<file path="config.mk">
export PLATFORM = sky130hd
export DESIGN_NAME = mem_1r1w_fifo
export DESIGN_NICKNAME = d
export VERILOG_FILES = /design/src/rtl/mem_fifo_pkg.sv /design/src/rtl/mem_1r1w.sv /design/src/rtl/mem_fifo_skid.sv /design/src/rtl/mem_1r1w_fifo.sv
export SDC_FILE = /design/constraint.sdc
export NUM_CORES = 2
export LEC_CHECK = 0
export BUFFER_PORTS_ARGS = -buffer_cell sky130_fd_sc_hd__buf_2
export CAP_MARGIN = 0
export CORE_ASPECT_RATIO = 1.75
export CORE_UTILIZATION = 60
export CTS_BUF_LIST = sky130_fd_sc_hd__clkbuf_4 sky130_fd_sc_hd__clkbuf_8
export CTS_CLUSTER_DIAMETER = 100
export DETAILED_ROUTE_END_ITERATION = 10
export PLACE_DENSITY = 0.81
export REMOVE_ABC_BUFFERS = 1
export SLEW_MARGIN = 30
export SYNTH_ARGS = -nofsm -noshare
export SYNTH_HDL_FRONTEND = slang
export SYNTH_SLANG_ARGS = --single-unit
</file>
<file path="constraint.sdc">
create_clock -name clock -period 8.5 [get_ports clock]
set_clock_uncertainty 0.15 [all_clocks]
set_input_delay 0.425 -clock clock [delete_from_list [all_inputs] [get_ports clock]]
set_output_delay 0.425 -clock clock [all_outputs]
set_load 0.005 [all_outputs]
</file>
<file path="src/rtl/mem_fifo_pkg.sv">
// Shared configuration for the mem_1r1w-backed FIFO: macro geometry and skid entry type.
package mem_fifo_pkg;

    localparam int unsigned DEPTH  = 32;
    localparam int unsigned WIDTH  = 64;
    localparam int unsigned ADDR_W = 5;
    localparam int unsigned CNT_W  = 6;

    typedef struct packed {
        logic [WIDTH-1:0] data;
    } skid_entry_t;

endpackage

</file>
<file path="src/rtl/mem_1r1w.sv">
// Generated 32 x 64 simple dual-port macro model: one write port, one read port, read latency 1.
module mem_1r1w (
    input  logic [4:0]  R0_addr,
    input  logic        R0_en,
    input  logic        R0_clk,
    output logic [63:0] R0_data,
    input  logic [4:0]  W0_addr,
    input  logic        W0_en,
    input  logic        W0_clk,
    input  logic [63:0] W0_data
);

    logic [63:0] r_mem [0:31];

    always_ff @(posedge R0_clk) begin
        if (R0_en) R0_data <= r_mem[R0_addr];
    end

    always_ff @(posedge W0_clk) begin
        if (W0_en) r_mem[W0_addr] <= W0_data;
    end

endmodule

</file>
<file path="src/rtl/mem_fifo_skid.sv">
// Two-entry registered skid buffer absorbing the macro read latency; head drives the dequeue port.
import mem_fifo_pkg::*;

module mem_fifo_skid (
    input  logic        clk,
    input  logic        rst,
    input  logic        i_push,
    input  skid_entry_t i_push_data,
    input  logic        i_pop,
    output logic        o_valid,
    output skid_entry_t o_head,
    output logic [1:0]  o_cnt_c
);

    skid_entry_t r_head;
    skid_entry_t r_tail;
    logic        r_head_vld;
    logic        r_tail_vld;
    skid_entry_t w_head_next;
    skid_entry_t w_tail_next;
    logic        w_head_vld_next;
    logic        w_tail_vld_next;

    // The producer never pushes into a full buffer, so push with both slots valid needs no case.
    always_comb begin
        w_head_next     = r_head;
        w_tail_next     = r_tail;
        w_head_vld_next = r_head_vld;
        w_tail_vld_next = r_tail_vld;
        if (i_pop && r_head_vld) begin
            if (r_tail_vld) begin
                w_head_next     = r_tail;
                w_tail_next     = i_push ? i_push_data : r_tail;
                w_tail_vld_next = i_push;
            end else begin
                w_head_next     = i_push ? i_push_data : r_head;
                w_head_vld_next = i_push;
            end
        end else if (i_push) begin
            if (!r_head_vld) begin
                w_head_next     = i_push_data;
                w_head_vld_next = 1'b1;
            end else begin
                w_tail_next     = i_push_data;
                w_tail_vld_next = 1'b1;
            end
        end
    end

    always_ff @(posedge clk or posedge rst) begin
        if (rst) begin
            r_head     <= '0;
            r_tail     <= '0;
            r_head_vld <= 1'b0;
            r_tail_vld <= 1'b0;
        end else begin
            r_head     <= w_head_next;
            r_tail     <= w_tail_next;
            r_head_vld <= w_head_vld_next;
            r_tail_vld <= w_tail_vld_next;
        end
    end

    assign o_valid = r_head_vld;
    assign o_head  = r_head;
    assign o_cnt_c = 2'(r_head_vld) + 2'(r_tail_vld);

endmodule

</file>
<file path="src/rtl/mem_1r1w_fifo.sv">
// First-word-fall-through ready/valid FIFO built on one mem_1r1w macro plus a 2-entry output skid buffer.
import mem_fifo_pkg::*;

module mem_1r1w_fifo #(
    parameter int unsigned DEPTH  = mem_fifo_pkg::DEPTH,
    parameter int unsigned WIDTH  = mem_fifo_pkg::WIDTH,
    parameter int unsigned ADDR_W = mem_fifo_pkg::ADDR_W,
    parameter int unsigned CNT_W  = mem_fifo_pkg::CNT_W
) (
    input  logic             clock,
    input  logic             reset,
    input  logic             enq_valid,
    output logic             enq_ready,
    input  logic [WIDTH-1:0] enq_data,
    output logic             deq_valid,
    input  logic             deq_ready,
    output logic [WIDTH-1:0] deq_data,
    output logic [CNT_W-1:0] count
);

    if (DEPTH != mem_fifo_pkg::DEPTH || WIDTH != mem_fifo_pkg::WIDTH ||
        ADDR_W != mem_fifo_pkg::ADDR_W || CNT_W != mem_fifo_pkg::CNT_W) begin : g_cfg_err
        $error("mem_1r1w_fifo: parameters must match the mem_1r1w macro configuration");
    end

    logic [ADDR_W-1:0] r_wr_ptr;
    logic [ADDR_W-1:0] r_rd_ptr;
    logic [CNT_W-1:0]  r_mem_count;
    logic [CNT_W-1:0]  r_count;
    logic              r_inflight;
    logic              r_enq_ready;

    logic              w_enq_fire;
    logic              w_deq_fire;
    logic              w_rd_issue;
    logic [1:0]        w_skid_cnt;
    logic [1:0]        w_skid_cnt_next;
    logic [1:0]        w_down;
    logic [CNT_W-1:0]  w_mem_count_next;
    logic              w_deq_valid;
    skid_entry_t       w_head;
    logic [WIDTH-1:0]  w_r0_data;

    logic              w_w0_en;
    logic [ADDR_W-1:0] w_w0_addr;
    logic              w_r0_en;
    logic [ADDR_W-1:0] w_r0_addr;

    assign w_enq_fire = enq_valid & r_enq_ready;
    assign w_deq_fire = w_deq_valid & deq_ready;

    // Downstream occupancy (in-flight read plus skid) is capped at 2; a read may slip in at 2 only when the head leaves.
    assign w_down     = w_skid_cnt + 2'(r_inflight);
    assign w_rd_issue = (r_mem_count != '0) &&
                        ((w_down < 2'd2) || ((w_down == 2'd2) && w_deq_fire));

    assign w_mem_count_next = r_mem_count + CNT_W'(w_enq_fire) - CNT_W'(w_rd_issue);
    assign w_skid_cnt_next  = w_skid_cnt + 2'(r_inflight) - 2'(w_deq_fire);

    assign w_w0_en   = w_enq_fire;
    assign w_w0_addr = r_wr_ptr;
    assign w_r0_en   = w_rd_issue;
    assign w_r0_addr = r_rd_ptr;

    always_ff @(posedge clock or posedge reset) begin
        if (reset) begin
            r_wr_ptr    <= '0;
            r_rd_ptr    <= '0;
            r_mem_count <= '0;
            r_inflight  <= 1'b0;
            r_enq_ready <= 1'b1;
            r_count     <= '0;
        end else begin
            if (w_enq_fire) r_wr_ptr <= r_wr_ptr + ADDR_W'(1);
            if (w_rd_issue) r_rd_ptr <= r_rd_ptr + ADDR_W'(1);
            r_mem_count <= w_mem_count_next;
            r_inflight  <= w_rd_issue;
            r_enq_ready <= (w_mem_count_next != CNT_W'(DEPTH));
            r_count     <= w_mem_count_next + CNT_W'(w_rd_issue) + CNT_W'(w_skid_cnt_next);
        end
    end

    mem_1r1w u_mem (
        .R0_addr (w_r0_addr),
        .R0_en   (w_r0_en),
        .R0_clk  (clock),
        .R0_data (w_r0_data),
        .W0_addr (w_w0_addr),
        .W0_en   (w_w0_en),
        .W0_clk  (clock),
        .W0_data (enq_data)
    );

    mem_fifo_skid u_skid (
        .clk         (clock),
        .rst         (reset),
        .i_push      (r_inflight),
        .i_push_data ('{data: w_r0_data}),
        .i_pop       (w_deq_fire),
        .o_valid     (w_deq_valid),
        .o_head      (w_head),
        .o_cnt_c     (w_skid_cnt)
    );

    assign enq_ready = r_enq_ready;
    assign deq_valid = w_deq_valid;
    assign deq_data  = w_head.data;
    assign count     = r_count;

endmodule

</file>
=== Yosys cells after proc, flatten, opt, wreduce, memory -nomap -nowiden ===
Memories as Yosys holds them, arrays and structs flattened. A register that Yosys moved wholly into a read port is not among the register bits.
Cells that the tools add are included.

* Memories: 1
* Input port bits: 68
* Bits in registers: 154
* ROM bits: 0
* Output and inout port bits: 72
* Word-level logic and storage cells: 59
* Bits in latches: 0
* Memory bits (writable): 2048

* Mux-type cells: 18
* Bitwise logic cells: 2
* Equal/unequal tests: 6
* Add/subtract/negate cells: 9
* Reductions and logical operators: 12
* Shifts and indexed selects: 0
* Divide/modulo/power cells: 0
* Multipliers: 0
* $lt $le $gt $ge: 1

{| class="wikitable"
|+ Memory list
! memory !! words !! width !! rd ports !! clocked after Yosys merged registers in !! write ports !! RTL line !! text
|-
| u_mem.r_mem || 32 || 64 || 1 || 1 || 1 || mem_1r1w.sv:13 || <nowiki>logic [63:0] r_mem [0:31];</nowiki>
|}

{| class="wikitable"
|+ Operators by type and width
! operator !! count
|-
| 64-bit two-way mux || 9
|-
| 6-bit by 1-bit adder with 6-bit output || 2
|-
| 5-bit by 1-bit adder with 5-bit output, second input constant || 2
|-
| 1-bit two-way mux || 9
|-
| 6-bit by 2-bit adder with 6-bit output || 1
|-
| 2-bit != test, second input constant || 3
|-
| 6-bit != test, second input constant || 1
|-
| 2-bit nonzero test || 3
|-
| 6-bit nonzero test || 1
|-
| 6-bit by 1-bit subtractor with 6-bit output || 1
|-
| 2-bit AND reduction || 2
|-
| 4-bit AND reduction || 1
|-
| 1-bit logical AND || 3
|-
| 3-bit AND reduction || 1
|-
| 1-bit by 1-bit adder with 2-bit output || 1
|-
| 2-bit by 1-bit adder with 2-bit output || 1
|-
| 1-bit bitwise AND || 2
|-
| 2-bit equality test, second input constant || 1
|-
| 2-bit less-than comparator, second input constant || 1
|-
| 2-bit by 1-bit != test with 1-bit output, second input constant || 1
|-
| 2-bit by 1-bit subtractor with 2-bit output || 1
|-
| 1-bit logical OR || 1
|}

=== Logic depth before layout (Yosys ltp) ===
* Depth after elaboration: 9
* Gate-level depth with buffers: 15
* Gate-level depth less buffers: 15

=== Cells and area by module ===
Synthesis repeated with hierarchy kept, for this count alone.

* Cells, all modules: 3711
* Area, all modules: 86948.4 µm²

{| class="wikitable"
|+ Modules (own cells, without submodules)
! module !! sequential area each (µm²) !! cells an instance !! area each (µm²) !! instances
|-
| mem_1r1w || 63420.8 || 3097 || 79605.1 || 1
|-
| mem_fifo_skid || 3253.1 || 508 || 6053.3 || 1
|-
| mem_1r1w_fifo || 601.8 || 106 || 1290.0 || 1
|}

=== Worst setup path before layout ===
No wires, ideal clock.

* Path kind: flip-flop to flip-flop
* Start: reg u_skid.r_head_vld, in the netlist u_skid.o_valid
* End: reg r_count[5], in the netlist count[5]
* Path buffers: 0
* Data required time: 8.212 ns
* Slack: 1.422 ns
* Arrival time: 6.791 ns
* Setup time: 0.138 ns
* Stages on the path, launching flop included: 14
* Period minus slack after synthesis: 7.078 ns
* Cells stage by stage: dfrtp_1 fa_1 nand3b_1 a21oi_1 xnor2_1 ha_1 inv_1 fa_1 inv_1 ha_1 a21o_1 o21ai_0 nor3_1 xor2_1

* Cells in the longest elaborated chain, start to end: 9
* Elaborated cells between the ends (all ways): 12
* Those cells by class: add/sub (6); order compare (1); eq/ne (1); bitwise (1); reduce/logical (3)

{| class="wikitable"
|+ Ends and longest elaborated chain
! what !! RTL line !! text
|-
| start, declared || mem_fifo_skid.sv:17 || <nowiki>logic r_head_vld;</nowiki>
|-
| start signal, assigned || mem_fifo_skid.sv:59 || <nowiki>r_head_vld <= w_head_vld_next;</nowiki>
|-
| 1-bit by 1-bit adder with 2-bit output || mem_fifo_skid.sv:66 || <nowiki>assign o_cnt_c = 2'(r_head_vld) + 2'(r_tail_vld);</nowiki>
|-
| 2-bit by 1-bit adder with 2-bit output || mem_1r1w_fifo.sv:53 || <nowiki>assign w_down = w_skid_cnt + 2'(r_inflight);</nowiki>
|-
| 2-bit equality test || mem_1r1w_fifo.sv:55 || <nowiki>((w_down < 2'd2) || ((w_down == 2'd2) && w_deq_fire));</nowiki>
|-
| 1-bit logical AND || mem_1r1w_fifo.sv:55 ||
|-
| 1-bit logical OR (*) || mem_1r1w_fifo.sv:55 ||
|-
| 1-bit logical AND (*) || mem_1r1w_fifo.sv:54 || <nowiki>assign w_rd_issue = (r_mem_count != '0) &&</nowiki>
|-
| named net u_mem.R0_en || mem_1r1w.sv:4 || <nowiki>input logic R0_en,</nowiki>
|-
| 6-bit by 1-bit subtractor with 6-bit output (*) || mem_1r1w_fifo.sv:57 || <nowiki>assign w_mem_count_next = r_mem_count + CNT_W'(w_enq_fire) - CNT_W'(w_rd_issue);</nowiki>
|-
| named net w_mem_count_next[1] || mem_1r1w_fifo.sv:39 || <nowiki>logic [CNT_W-1:0] w_mem_count_next;</nowiki>
|-
| 6-bit by 1-bit adder with 6-bit output (*) || mem_1r1w_fifo.sv:79 || <nowiki>r_count <= w_mem_count_next + CNT_W'(w_rd_issue) + CNT_W'(w_skid_cnt_next);</nowiki>
|-
| 6-bit by 2-bit adder with 6-bit output (*) || mem_1r1w_fifo.sv:79 ||
|-
| end signal, assigned || mem_1r1w_fifo.sv:79 ||
|-
| end, declared || mem_1r1w_fifo.sv:29 || <nowiki>logic [CNT_W-1:0] r_count;</nowiki>
|}

The timed path passes the listed nets; every way through them passes the cells marked *.
A chain may end at the register's enable or synchronous reset.

=== Worst setup path in the final report ===
Same ends and word-level chain as after synthesis.

==> metrics.yaml <==
run_status: "completed"
cts_setup_buffers: 0
worst_slew_pin_slew_ps: 1070
wl_um: 208000
dieHeight_um: 504
h-tree-depth: 5
async_reset_ff_frac: 0.0680
hold_viol: 0
cp-end-kind: "register"
routed-wl-met3_um: 21400
start_util: 0.607
powerDensity_nw_per_um2: 334
fin_util: 0.679
relSlewSlack: 0.288
peakVddDrop_v: 0.000357
grt_pass1_vias: 44600
route.vias.total: 42900
finalSetupTns_ps: 0
min-delay-path-class: "in2reg"
fp-row-count: 183
p_switching_mw: 9.91
whs_path_depth: 5
drv_cap: 0
fillers: 8209
worstSkewPairLatency_ps: 990
drtIter0Drc: 5522
dieArea_um2: 146000
avgSynthCellArea_um2: 22.6
nets: 4342
synth-edff-count: 2112
drtAntennaViolNets: 0
p_int_mw: 22.4
die_x_um: 289
cts.path.max_buffers: 4
synth_area_um2: 86400
seq_area_frac_synth: 0.778
place.port_buffers: 139
worstPathRequired_ps: 9250
grt_pass1_wl_um: 300000
ys_types: 44
antenna_found_initial: 12
yosys_warnings: 0
max_freq_ghz: 0.213
top_layer_used: "met5"
crit_fanout: 39
period_needed_ps: 4690
clk_pin_slew_ps: 70
p_clk_frac: 0.265
hold_slack_ps: 137
reg2reg_to: "count[5]"
gr-total-overflow: 0
ys_ff_latch: 2266
grt_setup_unrepaired: "false"
gp_congestion: 0.788
period_share: 0.552
wl_met2_um: 108000
drc_errors: 0
setup_viol: 0
syn_inst: 3827
drt-met1-wl_um: 69900
clock-sinks: 2266
crit_type: "reg2reg"
ios: 140
drtPass1Iterations: 5
cts-root-buf: "clkbuf_8"
cts_tree: "yes"
areaGrowthSynthToFinish_pct: 12.0
critPathArrivalTime_ps: 5440
via_per_inst: 6.76
worst-r2r-cell-count: 15
wl_per_cell_um: 32.9
total_power_mw: 32.3
whs_endpoint: "u_skid.r_tail_vld"
dp.final_hpwl_um: 107000
numCtsBuffers: 317
reg2reg_slack_ps: 3810
swShare: 0.307
finalMaxSlewViolations: 0
hold_start: "deq_ready"
start_kind: "register"
reg2reg_from: "u_skid.o_valid"
p_leak_nw: 32.4
synth_ff_type: "edfxtp_1"
power_frac_seq: 0.443
grt_util_all_layers: 0.291
grt_start_max_net_pins: 155
combPwrFrac: 0.292
drive_gt1_frac: 0.302
core_area_um2: 142000
==> worst max path at each step <==
| stage | startpoint | end | slack, ps |
|---|---|---|---|
| after CTS | u_skid.o_valid | count[5] | 3850 |
| final | u_skid.o_valid | count[5] | 3810 |
| after floorplan | r_rd_ptr[0] | u_mem.R0_data[61] | -12460 |
| after global placement | u_skid.o_valid | count[5] | 3840 |
| after global routing | u_skid.o_valid | count[5] | 3490 |
| after detailed placement | u_skid.o_valid | count[5] | 3910 |
==> registers in the layout, indices dropped and copies added, names as in the netlist <==
name and count:
r_wr_ptr 5, u_skid.o_valid 1, r_mem_count 6, r_inflight 1, u_mem.r_mem 2048, r_rd_ptr 5, u_skid.r_tail_vld 1, enq_ready 1
u_skid.o_head 64, u_skid.r_tail 64, u_mem.R0_data 64, count 6
==> routing by layer <==
| layer | vias to the layer above | track usage |
|---|---|---|
| met4 | 10 | 0.137 |
| met1 | 22200 | 0.367 |
| met3 | 614 | 0.0591 |
| met5 | - | 0 |
| met2 | 3119 | 0.486 |
| li1 | 16900 | - |
==> logic make-up after synthesis <==
| family | synth area share |
|---|---|
| AO/OA/AOI/OAI | 0.0193 |
| XOR/XNOR | 0.00172 |
| adder cells (fa/ha/maj) | 0.00287 |
| buffers and inverters | 0.0125 |
| flip-flops | 0.778 |
| multiplexers | 0.176 |
| AND/OR/NAND/NOR | 0.00883 |
==> Yosys cell counts (all sizes together) (5+ instances only) <==
cell | n | area, um^2
nand3 | 5 | 25.0
a31oi | 11 | 68.8
inv | 18 | 67.6
nand2 | 91 | 342
a221oi | 11 | 96.3
edfxtp | 2112 | 63400
ha | 15 | 188
dfrtp | 153 | 3830
mux2i | 302 | 3020
a21oi | 16 | 80.1
a22o | 11 | 96.3
o22ai | 42 | 263
buf | 106 | 637
and3 | 11 | 68.8
a21o | 45 | 338
mux2 | 65 | 732
nor2 | 37 | 139
clkbuf | 99 | 372
o21ai | 70 | 350
nor2b | 5 | 31.3
xor2 | 5 | 43.8
a22oi | 34 | 255
xnor2 | 12 | 105
mux4 | 510 | 11500
o221ai | 11 | 96.3
==> layout by cell type, fill, tap and decap left out, drive strengths merged, types with 37 or more instances in the layout <==
cell type	count
mux2i	302
nand2	91
dlygate4sd3	68
a21o	45
buf	247
edfxtp	2112
mux4	510
mux2	65
nor2	37
o22ai	42
o21ai	70
clkinv	113
dfrtp	153
clkbuf	408
==> cell type report <==
type	count	area (um^2)	share of cell area
Sequential cell	2266	67300	0.696
Multi-Input combinational cell	1338	18300	0.190
Clock buffer	408	5160	0.0534
Timing Repair Buffer	315	2400	0.0248
Tap cell	1850	2310	0.0239
Clock inverter	144	1150	0.0118
Inverter	18	75.1	0.000776
Antenna cell	5	12.5	0.000129
==> metrics by stage <==
step	setup WS, ps	cells	area [um^2]
global placement	3840	5711	89500
global route	3490	6343	96700
finish	3810	6344	96800
floorplan	-12460	3622	85400
CTS	3850	6338	96700
detailed placement	3910	5718	89700
==> worst max-delay path, stage by stage (launching register included) <==
cell      delay [ps]
dfrtp_1          470
fa_1             520
nand3b_1         250
a21oi_4          180
buf_4            690
xnor2_1          210
ha_1             200
inv_1             60
fa_1             500
inv_1             90
ha_1             310
nand2_1           60
a211oi_1         250
o21ai_0          200
nor3_1           250
xor2_1           170
==> what timing repair did <==
action                                 in CTS  in global routing
endpoints found under the hold margin    2136                  0
hold buffers                               68                  0
gates resized for setup                     0                  0
==> power groups by stage <==
stage,clock (mW),sequential (mW),combinational [mW]
after floorplan,0,14.9,7.05
after global placement,0,14.4,9.14
final,8.55,14.3,9.44
after global routing,9.08,14.4,10.0
after detailed placement,0,14.5,9.37
after CTS,8.63,14.3,9.49
(Power assumes the default switching activity.)
